<file path="src/rtl/hook_controller.sv">
// hook_controller: owns the hook swing angle and rope length, steps them once per
// accepted frame tick and hands each new pose to the hook-draw FSM.
module hook_controller #(
  parameter int MIN_DEG  = 20,
  parameter int MAX_DEG  = 160,
  parameter int DEG_STEP = 2,
  parameter int MIN_LEN  = 16,
  parameter int MAX_LEN  = 200,
  parameter int EXT_STEP = 4,
  parameter int RET_STEP = 4
) (
  input  logic       clock,
  input  logic       resetn,
  input  logic       frame_tick,
  input  logic       fire,
  input  logic       hit,
  input  logic [1:0] weight,
  input  logic       draw_done,
  output logic [8:0] degree,
  output logic [9:0] length,
  output logic       draw_enable,
  output logic       busy,
  output logic       grab_done,
  output logic       caught
);

  typedef enum logic [1:0] {SWING, EXTEND, RETRACT} motion_t;
  typedef enum logic [1:0] {D_IDLE, D_REQ, D_WAIT} draw_t;

  motion_t    motion, motion_next;
  draw_t      draw_state, draw_next;
  logic       dir, dir_next;
  logic       fire_flag, fire_flag_next;
  logic       hit_flag, hit_flag_next;
  logic [1:0] hit_weight, hit_weight_next;
  logic [1:0] grab_weight, grab_weight_next;
  logic       caught_r, caught_r_next;
  logic       caught_next, grab_done_next;
  logic [8:0] degree_next;
  logic [9:0] length_next;
  logic       accept, fire_now, hit_now;
  logic [1:0] weight_now;
  logic [9:0] shifted_step, ret_step;
  logic [9:0] deg_sum;
  logic [10:0] len_sum;

  assign draw_enable = (draw_state == D_REQ);
  assign busy        = (draw_state != D_IDLE);

  always_comb begin
    draw_next = draw_state;
    case (draw_state)
      D_IDLE:  if (accept) draw_next = D_REQ;
      D_REQ:   draw_next = D_WAIT;
      D_WAIT:  if (draw_done) draw_next = D_IDLE;
      default: draw_next = D_IDLE;
    endcase
  end

  // Same-cycle fire/hit count as if already latched; the first latched weight wins.
  always_comb begin
    accept       = frame_tick && (draw_state == D_IDLE);
    fire_now     = fire_flag || fire;
    hit_now      = hit_flag || hit;
    weight_now   = hit_flag ? hit_weight : weight;
    deg_sum      = {1'b0, degree} + 10'(DEG_STEP);
    len_sum      = {1'b0, length} + 11'(EXT_STEP);
    shifted_step = 10'(RET_STEP) >> grab_weight;
    if (!caught_r)                ret_step = 10'(RET_STEP);
    else if (shifted_step == '0)  ret_step = 10'd1;
    else                          ret_step = shifted_step;

    motion_next      = motion;
    dir_next         = dir;
    degree_next      = degree;
    length_next      = length;
    caught_r_next    = caught_r;
    grab_weight_next = grab_weight;
    caught_next      = caught;
    grab_done_next   = 1'b0;
    fire_flag_next   = fire_flag;
    hit_flag_next    = hit_flag;
    hit_weight_next  = hit_weight;

    if (accept) begin
      fire_flag_next = 1'b0;
      hit_flag_next  = 1'b0;
      case (motion)
        SWING: begin
          if (fire_now) begin
            motion_next = EXTEND;
          end else if (dir) begin
            if (deg_sum >= 10'(MAX_DEG)) begin
              degree_next = 9'(MAX_DEG);
              dir_next    = 1'b0;
            end else begin
              degree_next = deg_sum[8:0];
            end
          end else begin
            if (degree <= 9'(MIN_DEG + DEG_STEP)) begin
              degree_next = 9'(MIN_DEG);
              dir_next    = 1'b1;
            end else begin
              degree_next = degree - 9'(DEG_STEP);
            end
          end
        end
        EXTEND: begin
          if (hit_now) begin
            caught_r_next    = 1'b1;
            grab_weight_next = weight_now;
            motion_next      = RETRACT;
          end else if (len_sum >= 11'(MAX_LEN)) begin
            length_next   = 10'(MAX_LEN);
            caught_r_next = 1'b0;
            motion_next   = RETRACT;
          end else begin
            length_next = len_sum[9:0];
          end
        end
        RETRACT: begin
          // Compare before subtracting so a large step never wraps below zero.
          if (length <= 10'(MIN_LEN) + ret_step) begin
            length_next    = 10'(MIN_LEN);
            motion_next    = SWING;
            grab_done_next = 1'b1;
            caught_next    = caught_r;
          end else begin
            length_next = length - ret_step;
          end
        end
        default: motion_next = SWING;
      endcase
    end else begin
      if (motion == SWING && fire) fire_flag_next = 1'b1;
      if (motion == EXTEND && hit && !hit_flag) begin
        hit_flag_next   = 1'b1;
        hit_weight_next = weight;
      end
    end
  end

  always_ff @(posedge clock) begin
    if (!resetn) begin
      motion      <= SWING;
      draw_state  <= D_IDLE;
      dir         <= 1'b1;
      degree      <= 9'd90;
      length      <= 10'(MIN_LEN);
      fire_flag   <= 1'b0;
      hit_flag    <= 1'b0;
      hit_weight  <= 2'd0;
      grab_weight <= 2'd0;
      caught_r    <= 1'b0;
      caught      <= 1'b0;
      grab_done   <= 1'b0;
    end else begin
      motion      <= motion_next;
      draw_state  <= draw_next;
      dir         <= dir_next;
      degree      <= degree_next;
      length      <= length_next;
      fire_flag   <= fire_flag_next;
      hit_flag    <= hit_flag_next;
      hit_weight  <= hit_weight_next;
      grab_weight <= grab_weight_next;
      caught_r    <= caught_r_next;
      caught      <= caught_next;
      grab_done   <= grab_done_next;
    end
  end

endmodule

</file>
<file path="config.mk">
export PLATFORM = sky130hd
export DESIGN_NAME = hook_controller
export DESIGN_NICKNAME = d
export VERILOG_FILES = /design/src/rtl/hook_controller.sv
export SDC_FILE = /design/constraint.sdc
export NUM_CORES = 1
export LEC_CHECK = 0
export ABC_AREA = 1
export BUFFER_PORTS_ARGS = -buffer_cell sky130_fd_sc_hd__buf_2
export CAP_MARGIN = 10
export CELL_PAD_IN_SITES_DETAIL_PLACEMENT = 0
export CELL_PAD_IN_SITES_GLOBAL_PLACEMENT = 1
export CORE_ASPECT_RATIO = 2
export CORE_UTILIZATION = 41
export DETAILED_ROUTE_END_ITERATION = 8
export GPL_TIMING_DRIVEN = 0
export PLACE_DENSITY_LB_ADDON = 0.15
export SLEW_MARGIN = 0
export SYNTH_ARGS = -nofsm -noshare
export SYNTH_HDL_FRONTEND = slang
export SYNTH_SLANG_ARGS = --single-unit
</file>
<file path="constraint.sdc">
create_clock -name clock -period 2.43 [get_ports clock]
set_input_delay 0.243 -clock clock [delete_from_list [all_inputs] [get_ports clock]]
set_output_delay 0.243 -clock clock [all_outputs]
set_load 0.01 [all_outputs]
</file>
==> run_results.csv <==
group,metric,value,unit
cts,cts_sinks,32,
cells_and_area,utilization,48.35,%
die,die_w,54.67,microns
worst_setup_path,ff2ff_setup_slack,0.19,ns
timing,final_max_slew_viol_count,0,
yosys,syn_area,2275,sq um
yosys,async_reset_ff_share,0,%
yosys,yosys.cell_types.count,38,
worst_setup_path,critPathLaunchType,"register",
timing,layout_min_cycle_time,2.239,ns
die,fp-row-count,38,
detailed_routing,vias_per_cell,5.130,
global_routing,overflow,0,
detailed_routing,antenna_left,0,
power,p_seq_share,41.9,%
global_routing,track_usage,24.36,%
global_routing,grt_pass1_vias,2148,
power,sw_frac_of_total,31.06,%
timing,tightest_slew,0.5565,ns
placement,gp_congestion,0.8246,
placement,pre_cts_slack,0.2152,ns
timing,hold_ws,0.2169,ns
power,vdd_drop_max,0.4275,mV
worst_setup_path,worstPathArrival,2.45,ns
detailed_routing,route.detailed.drc,0,
worst_setup_path,critPathCaptureType,"register",
cts,cts_resized,0,
status,run_status,"completed",
timing,layout_setup_ws,0.1909,ns
power,p_int,0.9663,mW
timing,skew,0.005811,ns
detailed_routing,firstDrtPassIters,4,
timing,relSlewSlack,62.90,%
timing,setup_tns,0,ns
worst_setup_path,critPathKind,"register to register",
timing,hold_viol,0,
cts,htreeDepth,2,
cells_and_area,area.growth.synth_to_final,14.19,%
yosys,yosysSeqAreaShare,28.16,%
timing,finalSetupViolCount,0,
worst_setup_path,path_max_fanout,7,
yosys,synth_nets,362,
yosys,ys_warn_count,0,
global_routing,grt_pass1_wl,9991,microns
power,combPwrFrac,21.8,%
placement,dp_hpwl,5154,microns
power,p_switching,0.4354,mW
die,die_y,107.3,microns
detailed_routing,routed_wl,6450,microns
worst_setup_path,cp.required,2.64,ns
die,die_area,5868,sq um
cts,cts_setup_buffers,0,
power,power,1.402,mW
detailed_routing,routedWlPerCell,14.69,microns
yosys,ys.flop_type,"dfxtp_1",
cells_and_area,n_antenna_cell,0,
yosys,postSynthCellCount,343,
min_path,hp-class,"input pin to register",
cells_and_area,fin_nets,397,
global_routing,antenna_found_initial,0,
run,max_cap_violations,0,
timing,timing.final.crit_share,92.15,%
yosys,synth_enable_flop_cells,0,
die,io_pins,31,
cts,worstSkewPairLatency,0.29,ns
global_routing,grt_max_degree,11,
cts,clockRootBuffer,"clkbuf_8",
timing,max_freq,446.6,MHz
yosys,yosys_register_bits,32,
cts,holdBufCountCts,0,
yosys,synth_area_per_cell,6.632,sq um
cts,cts_buffer_depth,2,
cts,cts_buffers,5,
detailed_routing,vias,2252,
cells_and_area,fillerInstances,604,
power,power_frac_clock,36.3,%
power,power.leakage,1.255,nW
cells_and_area,drive_gt1_share,18.21,%
die,start_util,42.34,%
cts,clk_pin_slew_worst_paths,0.07,ns
power,p_per_area,539.7,nW/um^2
placement,io_buffers,28,
cts,cts_tree,"done",
die,core_area,5373,sq um
timing,rsz0062_at_grt,"no",
detailed_routing,drt_iter0_drc,36,
## power groups by stage
stage | Combinational (mW) | Sequential, mW | Clock [mW]
global route | 0.344 | 0.592 | 0.553
CTS | 0.308 | 0.587 | 0.527
finish | 0.306 | 0.588 | 0.508
global placement | 0.305 | 0.598 | 0
floorplan | 0.216 | 0.599 | 0
detailed placement | 0.306 | 0.599 | 0
## routing by layer
layer  track usage (%)  share of wire [%]  vias up
met5                 0                  0        -
met1             21.85                 35     1005
li1                  -                  -     1176
met2             46.39                 58       50
met4             13.19                4.5        0
met3             3.955                2.4       21
## path summary, 6_finish.rpt
path                    startpoint                          to  cells past startpoint
max          caught_r$_SDFFE_PN0P_      motion[1]$_SDFFE_PN0P_                     15
min                      weight[0]  hit_weight[0]$_SDFFE_PN0P_                      3
max reg2reg  caught_r$_SDFFE_PN0P_      motion[1]$_SDFFE_PN0P_                     15
min reg2reg    caught$_SDFFE_PN0P_         caught$_SDFFE_PN0P_                      2
## cell type report
type / count / area (sq um) / share of cell area (%)
buffer: 9 / 52.55 / 2.023
inverter: 54 / 202.7 / 7.803
multi-input combinational: 248 / 1379 / 53.08
clock buffer: 6 / 72.57 / 2.794
timing repair buffer: 28 / 140.1 / 5.395
tap: 60 / 75.07 / 2.890
sequential: 32 / 640.6 / 24.66
clock inverter: 2 / 35.03 / 1.349
## cell families after synthesis
kind of cell / share of synthesized area, %
AND/OR/NAND/NOR: 35.64
buffers and inverters: 11.22
adder cells (fa/ha/maj): 6.381
other: 0.1649
AO/OA/AOI/OAI: 13.81
flip-flops: 28.16
XOR/XNOR: 4.620
## cell usage in the layout, fill, tap and decap left out, types with 2 or more instances in the layout
master / Yosys / layout
xnor2_1: 2 / 2
o211ai_1: 2 / 2
o21ai_1: 2 / 2
inv_2: 3 / 3
clkbuf_8: 0 / 5
nand3_4: 2 / 2
inv_1: 51 / 51
nand4_1: 12 / 12
buf_2: 3 / 31
buf_4: 2 / 2
nand2_1: 68 / 68
nand2_2: 7 / 7
nor2_1: 32 / 32
xor2_1: 10 / 10
a21oi_1: 28 / 28
nor3_1: 6 / 6
ha_1: 10 / 10
nand3_2: 3 / 3
nor4_1: 2 / 2
clkbuf_1: 3 / 4
dfxtp_1: 32 / 32
a31oi_1: 2 / 2
o21ai_0: 21 / 21
nand3_1: 18 / 18
nor2_2: 8 / 8
## flip-flops by register name, indices dropped and copies added (netlist names)
name,cells
caught,1
draw_state,2
motion,2
fire_flag,1
caught_r,1
hit_weight,2
grab_weight,2
hit_flag,1
dir,1
length,10
degree,8
grab_done,1
## worst max-delay path, stage by stage (launching register included)
cell     delay, ns
dfxtp_1       0.34
nand2_1       0.08
inv_1         0.05
ha_1          0.20
fa_1          0.39
nor2_1        0.28
nor2_2        0.07
nor2_2        0.10
nand2_1       0.08
nand2_2       0.09
nand2_4       0.09
nand2_2       0.08
nor2_2        0.05
nand2_2       0.09
nand2_1       0.05
a21oi_1       0.12
## stage by stage
stage	cells	area [sq um]
4_1_cts	439	2597
3_3_place_gp	431	2490
6_report	439	2597
5_1_grt	439	2597
2_1_floorplan	343	2275
3_5_place_dp	431	2490
## Yosys cell counts, types with 3 or more instances
cell type / count / area, sq um
nand2_2: 7 / 43.79
nand2_1: 68 / 255.2
inv_1: 51 / 191.4
nand3_2: 3 / 30.03
buf_2: 3 / 15.01
nor3_1: 6 / 30.03
clkbuf_1: 3 / 11.26
nand4_1: 12 / 75.07
nor2_1: 32 / 120.1
nand3_1: 18 / 90.09
inv_2: 3 / 11.26
ha_1: 10 / 125.1
nor2_2: 8 / 50.05
a21oi_1: 28 / 140.1
dfxtp_1: 32 / 640.6
xor2_1: 10 / 87.58
o21ai_0: 21 / 105.1
Note: power is estimated with default switching activity, not from simulation.
